File: config.mk
export PLATFORM = sky130hd
export DESIGN_NAME = comp_mult_wrapper
export DESIGN_NICKNAME = d
export VERILOG_FILES = /design/src/rtl/comp_mult_wrapper.sv
export SDC_FILE = /design/constraint.sdc
export NUM_CORES = 1
export LEC_CHECK = 0
export CAP_MARGIN = 20
export CORE_MARGIN = 2
export CORE_UTILIZATION = 35
export DETAILED_ROUTE_END_ITERATION = 12
export HOLD_SLACK_MARGIN = 0.1
export PLACE_DENSITY = 0.58
export RECOVER_POWER = 25
export SETUP_SLACK_MARGIN = 0.3
export SLEW_MARGIN = 0
export SYNTH_ARGS = -nofsm -noshare
export SYNTH_HDL_FRONTEND = slang
export SYNTH_SLANG_ARGS = --single-unit
File: constraint.sdc
create_clock -name clk -period 9.25 [get_ports clk]
set_input_delay 1.85 -clock clk [delete_from_list [all_inputs] [get_ports clk]]
set_output_delay 1.85 -clock clk [all_outputs]
set_load 0.1 [all_outputs]
File: src/rtl/comp_mult_wrapper.sv
// Complex multiplier (x1 + i*y1)*(x2 + i*y2) with valid/ready handshakes.
// NO_MULT lanes share the four partial products over 4/NO_MULT CALC cycles.
module comp_mult_lane #(
  parameter int DWIDTH = 8
) (
  input  logic [DWIDTH-1:0]   a,
  input  logic [DWIDTH-1:0]   b,
  output logic [2*DWIDTH-1:0] p
);
  assign p = a * b;
endmodule

module comp_mult_wrapper #(
  parameter int DWIDTH  = 8,
  parameter int NO_MULT = 4
) (
  input  logic                      clk,
  input  logic                      rst_n,
  input  logic                      sw_rst,
  input  logic                      op_val,
  output logic                      op_rdy,
  input  logic [4*DWIDTH-1:0]       op_data,
  output logic                      res_val,
  input  logic                      res_rdy,
  output logic [4*(DWIDTH+1)-1:0]   res_data
);
  localparam int RW = 2*DWIDTH + 2;
  localparam int PW = 2*DWIDTH;
  localparam int NC = 4 / NO_MULT;

  generate
    if (NO_MULT != 1 && NO_MULT != 2 && NO_MULT != 4) begin : g_bad_cfg
      $error("comp_mult_wrapper: NO_MULT must be 1, 2 or 4");
    end
  endgenerate

  typedef struct packed {
    logic [DWIDTH-1:0] x1;
    logic [DWIDTH-1:0] y1;
    logic [DWIDTH-1:0] x2;
    logic [DWIDTH-1:0] y2;
  } ops_t;

  typedef enum logic [1:0] {IDLE, CALC, DONE} state_t;

  state_t  state_q, state_d;
  ops_t    ops_q;
  logic [1:0]    cnt_q;
  logic [RW-1:0] acc_x_q, acc_y_q, sum_x, sum_y;
  logic          last_cyc;

  logic [NO_MULT-1:0][1:0]        sel;
  logic [NO_MULT-1:0][DWIDTH-1:0] mul_a, mul_b;
  logic [NO_MULT-1:0][PW-1:0]     prod;

  assign last_cyc = (cnt_q == 2'(NC-1));

  // Product index: 0 x1*x2 (+re), 1 y1*y2 (-re), 2 x1*y2 (+im), 3 y1*x2 (+im)
  generate
    for (genvar j = 0; j < NO_MULT; j++) begin : g_lane
      assign sel[j]   = 2'(int'(cnt_q) * NO_MULT + j);
      assign mul_a[j] = sel[j][0] ? ops_q.y1 : ops_q.x1;
      assign mul_b[j] = (sel[j][1] ^ sel[j][0]) ? ops_q.y2 : ops_q.x2;
      comp_mult_lane #(.DWIDTH(DWIDTH)) u_lane (
        .a (mul_a[j]),
        .b (mul_b[j]),
        .p (prod[j])
      );
    end
  endgenerate

  always_comb begin
    sum_x = acc_x_q;
    sum_y = acc_y_q;
    for (int j = 0; j < NO_MULT; j++) begin
      if (!sel[j][1]) sum_x = sel[j][0] ? sum_x - RW'(prod[j]) : sum_x + RW'(prod[j]);
      else            sum_y = sum_y + RW'(prod[j]);
    end
  end

  always_comb begin
    state_d = state_q;
    case (state_q)
      IDLE:    if (op_val)   state_d = CALC;
      CALC:    if (last_cyc) state_d = DONE;
      DONE:    if (res_rdy)  state_d = IDLE;
      default:               state_d = IDLE;
    endcase
  end

  always_ff @(posedge clk or negedge rst_n) begin
    if (!rst_n)      state_q <= IDLE;
    else if (sw_rst) state_q <= IDLE;
    else             state_q <= state_d;
  end

  assign op_rdy  = (state_q == IDLE);
  assign res_val = (state_q == DONE);

  always_ff @(posedge clk or negedge rst_n) begin
    if (!rst_n) begin
      ops_q    <= '0;
      cnt_q    <= '0;
      acc_x_q  <= '0;
      acc_y_q  <= '0;
      res_data <= '0;
    end else if (sw_rst) begin
      ops_q    <= '0;
      cnt_q    <= '0;
      acc_x_q  <= '0;
      acc_y_q  <= '0;
      res_data <= '0;
    end else begin
      case (state_q)
        IDLE: if (op_val) begin
          ops_q   <= ops_t'(op_data);
          cnt_q   <= '0;
          acc_x_q <= '0;
          acc_y_q <= '0;
        end
        CALC: begin
          if (last_cyc) begin
            res_data <= {sum_x, sum_y};
            cnt_q    <= '0;
          end else begin
            cnt_q    <= cnt_q + 2'd1;
          end
          acc_x_q <= sum_x;
          acc_y_q <= sum_y;
        end
        default: ;
      endcase
    end
  end
endmodule

Yosys cells after proc, flatten, opt, wreduce, memory -nomap -nowiden
Index checks and enable logic that the tools add are counted.

Bits in registers: 108. Bits of input ports: 37. Output and inout port bits: 38.

Add/subtract/negate cells: 14. Multipliers: 4. Eq/ne operators: 5. Muxes and demuxes: 35. Bitwise logic cells: 3. Reductions and logical operators: 11.

Operator list (count): 18-bit 2-to-1 mux (12); 18-bit by 16-bit adder with 18-bit output (7); 36-bit 2-to-1 mux (3); 32-bit 2-to-1 mux (3); 18-bit one-hot mux with 2 select lines (2); 8-bit by 8-bit multiplier with 16-bit output (4); 18-bit by 16-bit subtractor with 18-bit output (3); 8-bit 2-to-1 mux (6); 2-bit 2-to-1 mux (7); 2-bit nonzero test (4); 3-bit != test (second input constant) (2); 2-bit one-hot mux with 3 select lines (1); 2-bit AND reduction (3); 1-bit by 1-bit adder with 2-bit output (both inputs constant) (2); 2-bit logical NOT (2); 2-bit one-hot mux with 2 select lines (1); 3-bit by 2-bit != test with 1-bit output (second input constant) (1); 3-bit AND reduction (1); 3-bit nonzero test (1); 1-bit XOR (3); 1-bit by 2-bit adder with 2-bit output (both inputs constant) (1); 2-bit by 1-bit adder with 2-bit output (second input constant) (1); 2-bit by 1-bit == test with 1-bit output (second input constant) (1); 2-bit == test (second input constant) (1).

Logic depth before layout (Yosys ltp)
Depth in word-level cells: 16. Mapped depth: 32.

By module
Synthesis repeated with hierarchy kept, for this count alone.

Cells, all modules: 1703. Area, all modules: 15539.9 sq um.

By module, submodules not included: comp_mult_wrapper (instances 1, cells each 715, area an instance 6991.7 sq um, seq. area each 2702.6 sq um); comp_mult_lane at g_lane[3].u_lane (instances 1, cells each 259, area an instance 2214.6 sq um, seq. area each 0.0 sq um); comp_mult_lane at g_lane[0].u_lane (instances 1, cells each 243, area an instance 2114.5 sq um, seq. area each 0.0 sq um); comp_mult_lane at g_lane[2].u_lane (instances 1, cells each 243, area an instance 2113.3 sq um, seq. area each 0.0 sq um); comp_mult_lane at g_lane[1].u_lane (instances 1, cells each 243, area an instance 2105.8 sq um, seq. area each 0.0 sq um).

Worst setup path before layout
OpenSTA, ideal clock, no wires.

Path type: reg-to-reg. Start: register ops_q[26] (netlist name). End: register acc_y_q[17]. Data arrival time: 6.555 ns. Setup slack: 2.574 ns. Stages on the path, launching flop included: 30. Buffers on the path: 1. Clock period less this slack: 6.676 ns. Cell sequence: dfrtp_1 -> clkbuf_1 -> and2_1 -> fa_1 -> fa_1 -> inv_1 -> fa_1 -> fa_1 -> inv_1 -> ha_1 -> nor2b_1 -> o211ai_1 -> a21oi_1 -> a311oi_1 -> nor2b_1 -> xnor2_1 -> ha_1 -> a21oi_1 -> o21ai_0 -> nor4_1 -> a211oi_1 -> o21a_1 -> nor2_1 -> xnor2_1 -> ha_1 -> and3_1 -> a2111oi_0 -> nor2_1 -> xnor2_1 -> a22o_1.

Word-level cells in the longest chain between the ends: 10. Elaborated cells between the ends (all ways): 14. Classes of those cells: add/sub: 3; mul: 3; mux: 8.

RTL lines: from (decl) (RTL line 47) `ops_t ops_q;`; from (signal assigned) (RTL line 116) `ops_q <= ops_t'(op_data);`; 8-bit 2-to-1 mux (RTL line 62) `assign mul_a[j] = sel[j][0] ? ops_q.y1 : ops_q.x1;`; 8-bit by 8-bit multiplier with 16-bit output (RTL line 10) `assign p = a * b;`; 18-bit by 16-bit adder with 18-bit output (RTL line 77) `else sum_y = sum_y + RW'(prod[j]);`; 18-bit 2-to-1 mux (RTL line 76) `if (!sel[j][1]) sum_x = sel[j][0] ? sum_x - RW'(prod[j]) : sum_x + RW'(prod[j]);`; 18-bit by 16-bit adder with 18-bit output (RTL line 77); 18-bit 2-to-1 mux (RTL line 76); 18-bit by 16-bit adder with 18-bit output (RTL line 77); 18-bit 2-to-1 mux (*) (RTL line 76); 18-bit one-hot mux with 2 select lines (*) (RTL line 114) `case (state_q)`; 18-bit 2-to-1 mux (*) (RTL line 107) `end else if (sw_rst) begin`; to (signal assigned) (RTL line 129) `acc_y_q <= sum_y;`; to (decl) (RTL line 49) `logic [RW-1:0] acc_x_q, acc_y_q, sum_x, sum_y;`.

Mark *: on every way between the ends. The rest lies on a longest branch, timed or not. A chain may end at the register's enable or synchronous reset.

Final worst setup path
Start: register ops_q[27] (netlist name). End: register acc_y_q[17].

Same word-level chain as after synthesis.

==> reports/results.tsv <==
stage	metric	value	unit
status	status	complete, but fails checks	
status	failing checks	capacitance limit, slew limit	
clock_tree	cts hold-fix bufs	0	
setup_path	crit path from	ops_q[27]	
layout	Final nets	2051	
clock_tree	clock latency at the later pin of the worst-skew pair	400	ps
pwr	Int Pwr	0.00103	W
route	Post-Route WL	38100	microns
clock_tree	Max Root-Sink Buffers	2	
sta	endpoints failing setup	0	
layout	design area	16400	sq um
clock_tree	htree depth	3	
layout	diodes inserted	0	
sta	Hold Vio Cnt, Final	0	
placed_design	Placed Area	16100	sq um
sta	Fin Clk Skew	13.9	ps
layout	layout cells sized above 1	0.0277	
setup_path	reg2reg path depth	29	
setup_path	critical path's slowest cell	dfrtp_1	
floorplan	row count	75	
pwr	Pwr Density	114	nW/um^2
logic_synthesis	EDFF count, synth	0	
setup_path	Reg2Reg Launch Point	ops_q[27]	
sta	Rel. slew slack	-1.11	
pwr	Comb power frac	0.474	
layout	Multi-input gate area	11000	sq um
floorplan	die width	210	microns
flow_run	Max-Cap Viols	2	
floorplan	# IOs	75	
sta	Slew Limit Fails	111	
floorplan	Starting Density	0.354	
layout	Layout area overhead	10.6	%
sta	Worst Tran Pin Value	3160	ps
logic_synthesis	Ys Warns	0	
global_routing	GR Overflow Total	0	
pwr	leakage	8.55	nW
setup_path	Worst EP arrival	7770	ps
route	via/cell ratio	5.10	
sta	Max Freq	134	MHz
clock_tree	CTS Buf Count	9	
clock_tree	Gates resized, CTS repair	0	
route	DRC	0	
route	Vias	11200	
logic_synthesis	#FFs+latches synth	108	
logic_synthesis	Syn Std Cell Area	14800	sq um
clock_tree	Clk Tree Root Cell	clkbuf_16	
route	drt pass-1 iters	5	
clock_tree	clk sinks	108	
pwr	sw power	0.000827	W
clock_tree	clk slew on worst S/H paths	80	ps
min_path	min-delay src	acc_x_q[3]	
global_routing	Tot GR Track Use	0.181	
sta	min Tclk post-route	7470	ps
logic_synthesis	post-synthesis cell count	1614	
setup_path	Req. time, crit path	9540	ps
floorplan	die area	44000	sq um
logic_synthesis	syn nets	2010	
placed_design	placed insts	2183	
layout	Sequential Area	2700	sq um
sta	Tcrit/Tclk final	0.808	
logic_synthesis	Yosys cell types	60	
global_routing	number of global-route vias before repair	11500	
global_routing	largest net degree at the start of global routing	60	
placed_design	GPL Wtd Cong	0.861	
pwr	Tot Pwr	0.00186	W
floorplan	core area	41900	sq um
logic_synthesis	ys async rst share	1.00	
min_path	Hold Path Class	flip-flop to flip-flop	
setup_path	critical path's most frequent cell	fa_1	
setup_path	CP startpoint kind	flip-flop	
sta	TNS Setup	0	ps
route	DR iter-0 viols	678	
route	antenna viol nets, final	0	
setup_path	Crit Path Class	flip-flop to flip-flop	
setup_path	crit path capture type	flip-flop	
setup_path	worst-path fanout max	17	
clock_tree	Setup Fix Bufs, Post-CTS	0	
layout	post-route insts no fill	2199	
pwr	Flop pwr share	0.311	
setup_path	Worst path max stage delay	610	ps
placed_design	dpl hpwl	30400	microns
layout	# fillers	4197	
pwr	Worst VDD drop	0.000187	V
clock_tree	CTS tree	done	
placed_design	Port-buffer cells	74	
route	wire length per cell	17.3	microns
logic_synthesis	main flop type after synthesis	dfrtp_1	
logic_synthesis	Mean Syn Cell Area	9.18	sq um
logic_synthesis	Seq/Total Area, Yosys	0.182	
floorplan	die height	210	microns
pwr	net switching fraction of the power	0.445	
global_routing	first-pass GRT wire length	62500	microns
pwr	Clk network pwr share	0.216	
min_path	hold path cells	1	
global_routing	initial antenna violation count	0	
sta	RSZ-0062 raised after global routing	no	
## final cells by class
class,count,share of cell area
multi-input cells,1208,0.671
clock buffers,9,0.0137
clock inverters,7,0.00344
inverters,243,0.0557
flip-flops and latches,108,0.165
repair buffers,85,0.0496
well taps,539,0.0412
## placed cells by master, fill, tap and decap left out, types with 14 or more instances in the layout
cell,synthesis,layout
nor2_1,45,43
and2_1,155,155
nand2_1,157,157
dfrtp_1,108,108
inv_1,243,243
ha_1,198,198
a21oi_1,67,67
clkdlybuf4s50_1,0,72
xnor2_1,57,57
a22o_1,85,85
xor2_1,24,24
o21a_1,18,18
fa_1,161,161
nor2b_1,16,15
o21ai_0,47,47
nand2b_1,14,14
a21o_1,33,33
## power by group through the flow
stage	Clock [W]	Sequential (W)	Combinational, W
2_1_floorplan	0	0.000663	0.000559
3_3_place_gp	0	0.000585	0.000876
3_5_place_dp	0	0.000586	0.000887
4_1_cts	0.000416	0.000578	0.000893
5_1_grt	0.000436	0.000585	0.000967
6_report	0.000401	0.000578	0.000881
## registers in the layout, summed over array words and instances, names as in the netlist
name,cells
acc_y_q,18
state_q,2
cnt_q,2
res_data,36
acc_x_q,18
ops_q,32
## cells in the mapped netlist (2+ instances only)
library cell,count,area share
a2111oi_0,2,0.0012
a211o_1,4,0.0024
a211oi_1,13,0.0066
a211oi_2,2,0.0017
a21boi_0,2,0.0010
a21o_1,33,0.017
a21oi_1,67,0.023
a22o_1,85,0.050
a311oi_1,2,0.0012
a31oi_1,3,0.0013
a41oi_1,4,0.0024
and2_1,155,0.065
and3_1,4,0.0017
and4_1,2,0.0012
buf_1,4,0.0010
clkbuf_1,50,0.013
dfrtp_1,108,0.18
fa_1,161,0.22
ha_1,198,0.17
inv_1,243,0.062
nand2_1,157,0.040
nand2b_1,14,0.0059
nand3_1,12,0.0041
nand4_1,4,0.0017
nor2_1,45,0.011
nor2b_1,16,0.0068
nor3_1,13,0.0044
nor3b_1,2,0.0010
o211ai_1,10,0.0051
o21a_1,18,0.0091
o21ai_0,47,0.016
o21ai_1,3,0.0010
o21ba_2,3,0.0020
o21bai_1,9,0.0046
o311ai_0,2,0.0012
o31a_1,5,0.0030
o31ai_1,2,0.0010
or2_2,5,0.0021
or3_1,5,0.0021
xnor2_1,57,0.034
xor2_1,24,0.014
## worst paths after layout
check	to	slack, ps
max	acc_y_q[17]	1780
min	acc_x_q[3]	490
max reg2reg	acc_y_q[17]	1780
min reg2reg	acc_x_q[3]	490
max in group asynchronous	acc_x_q[12]	2710
min in group asynchronous	res_data[0]	2420
## per-layer routing
layer / global-route usage / vias up / share of wire
met5: 0 / - / 0
met2: 0.309 / 165 / 0.50
met3: 0.0343 / 42 / 0.033
met1: 0.234 / 5605 / 0.44
met4: 0.0514 / 0 / 0.024
li1: - / 5413 / -
## worst max-delay path: cells and delay by family, from the launching register on
family	cells	cell delay, ps
xor gates and xnor gates	3	370
and+or+nand+nor	8	1080
DFF	1	610
AOI/OAI and AO/OA	9	2270
adders and majority gates	7	2950
buffers and inverters	2	90
## kinds of logic after synthesis
family	Yosys count	share of synthesized area
simple gates	441	0.152
flops	108	0.182
fa+ha+maj	359	0.385
xor+xnor	82	0.0494
compound gates	326	0.156
buf+inv	298	0.0758
## through the flow
step	hold WS, ps	utilization	worst slack, ps
2_1_floorplan	447	-	2570
3_3_place_gp	462	0.385	2060
3_5_place_dp	471	0.385	1850
4_1_cts	491	0.392	1810
5_1_grt	510	0.392	1220
6_report	487	0.392	1780
No activity file was read; power rests on OpenSTA's default activity.
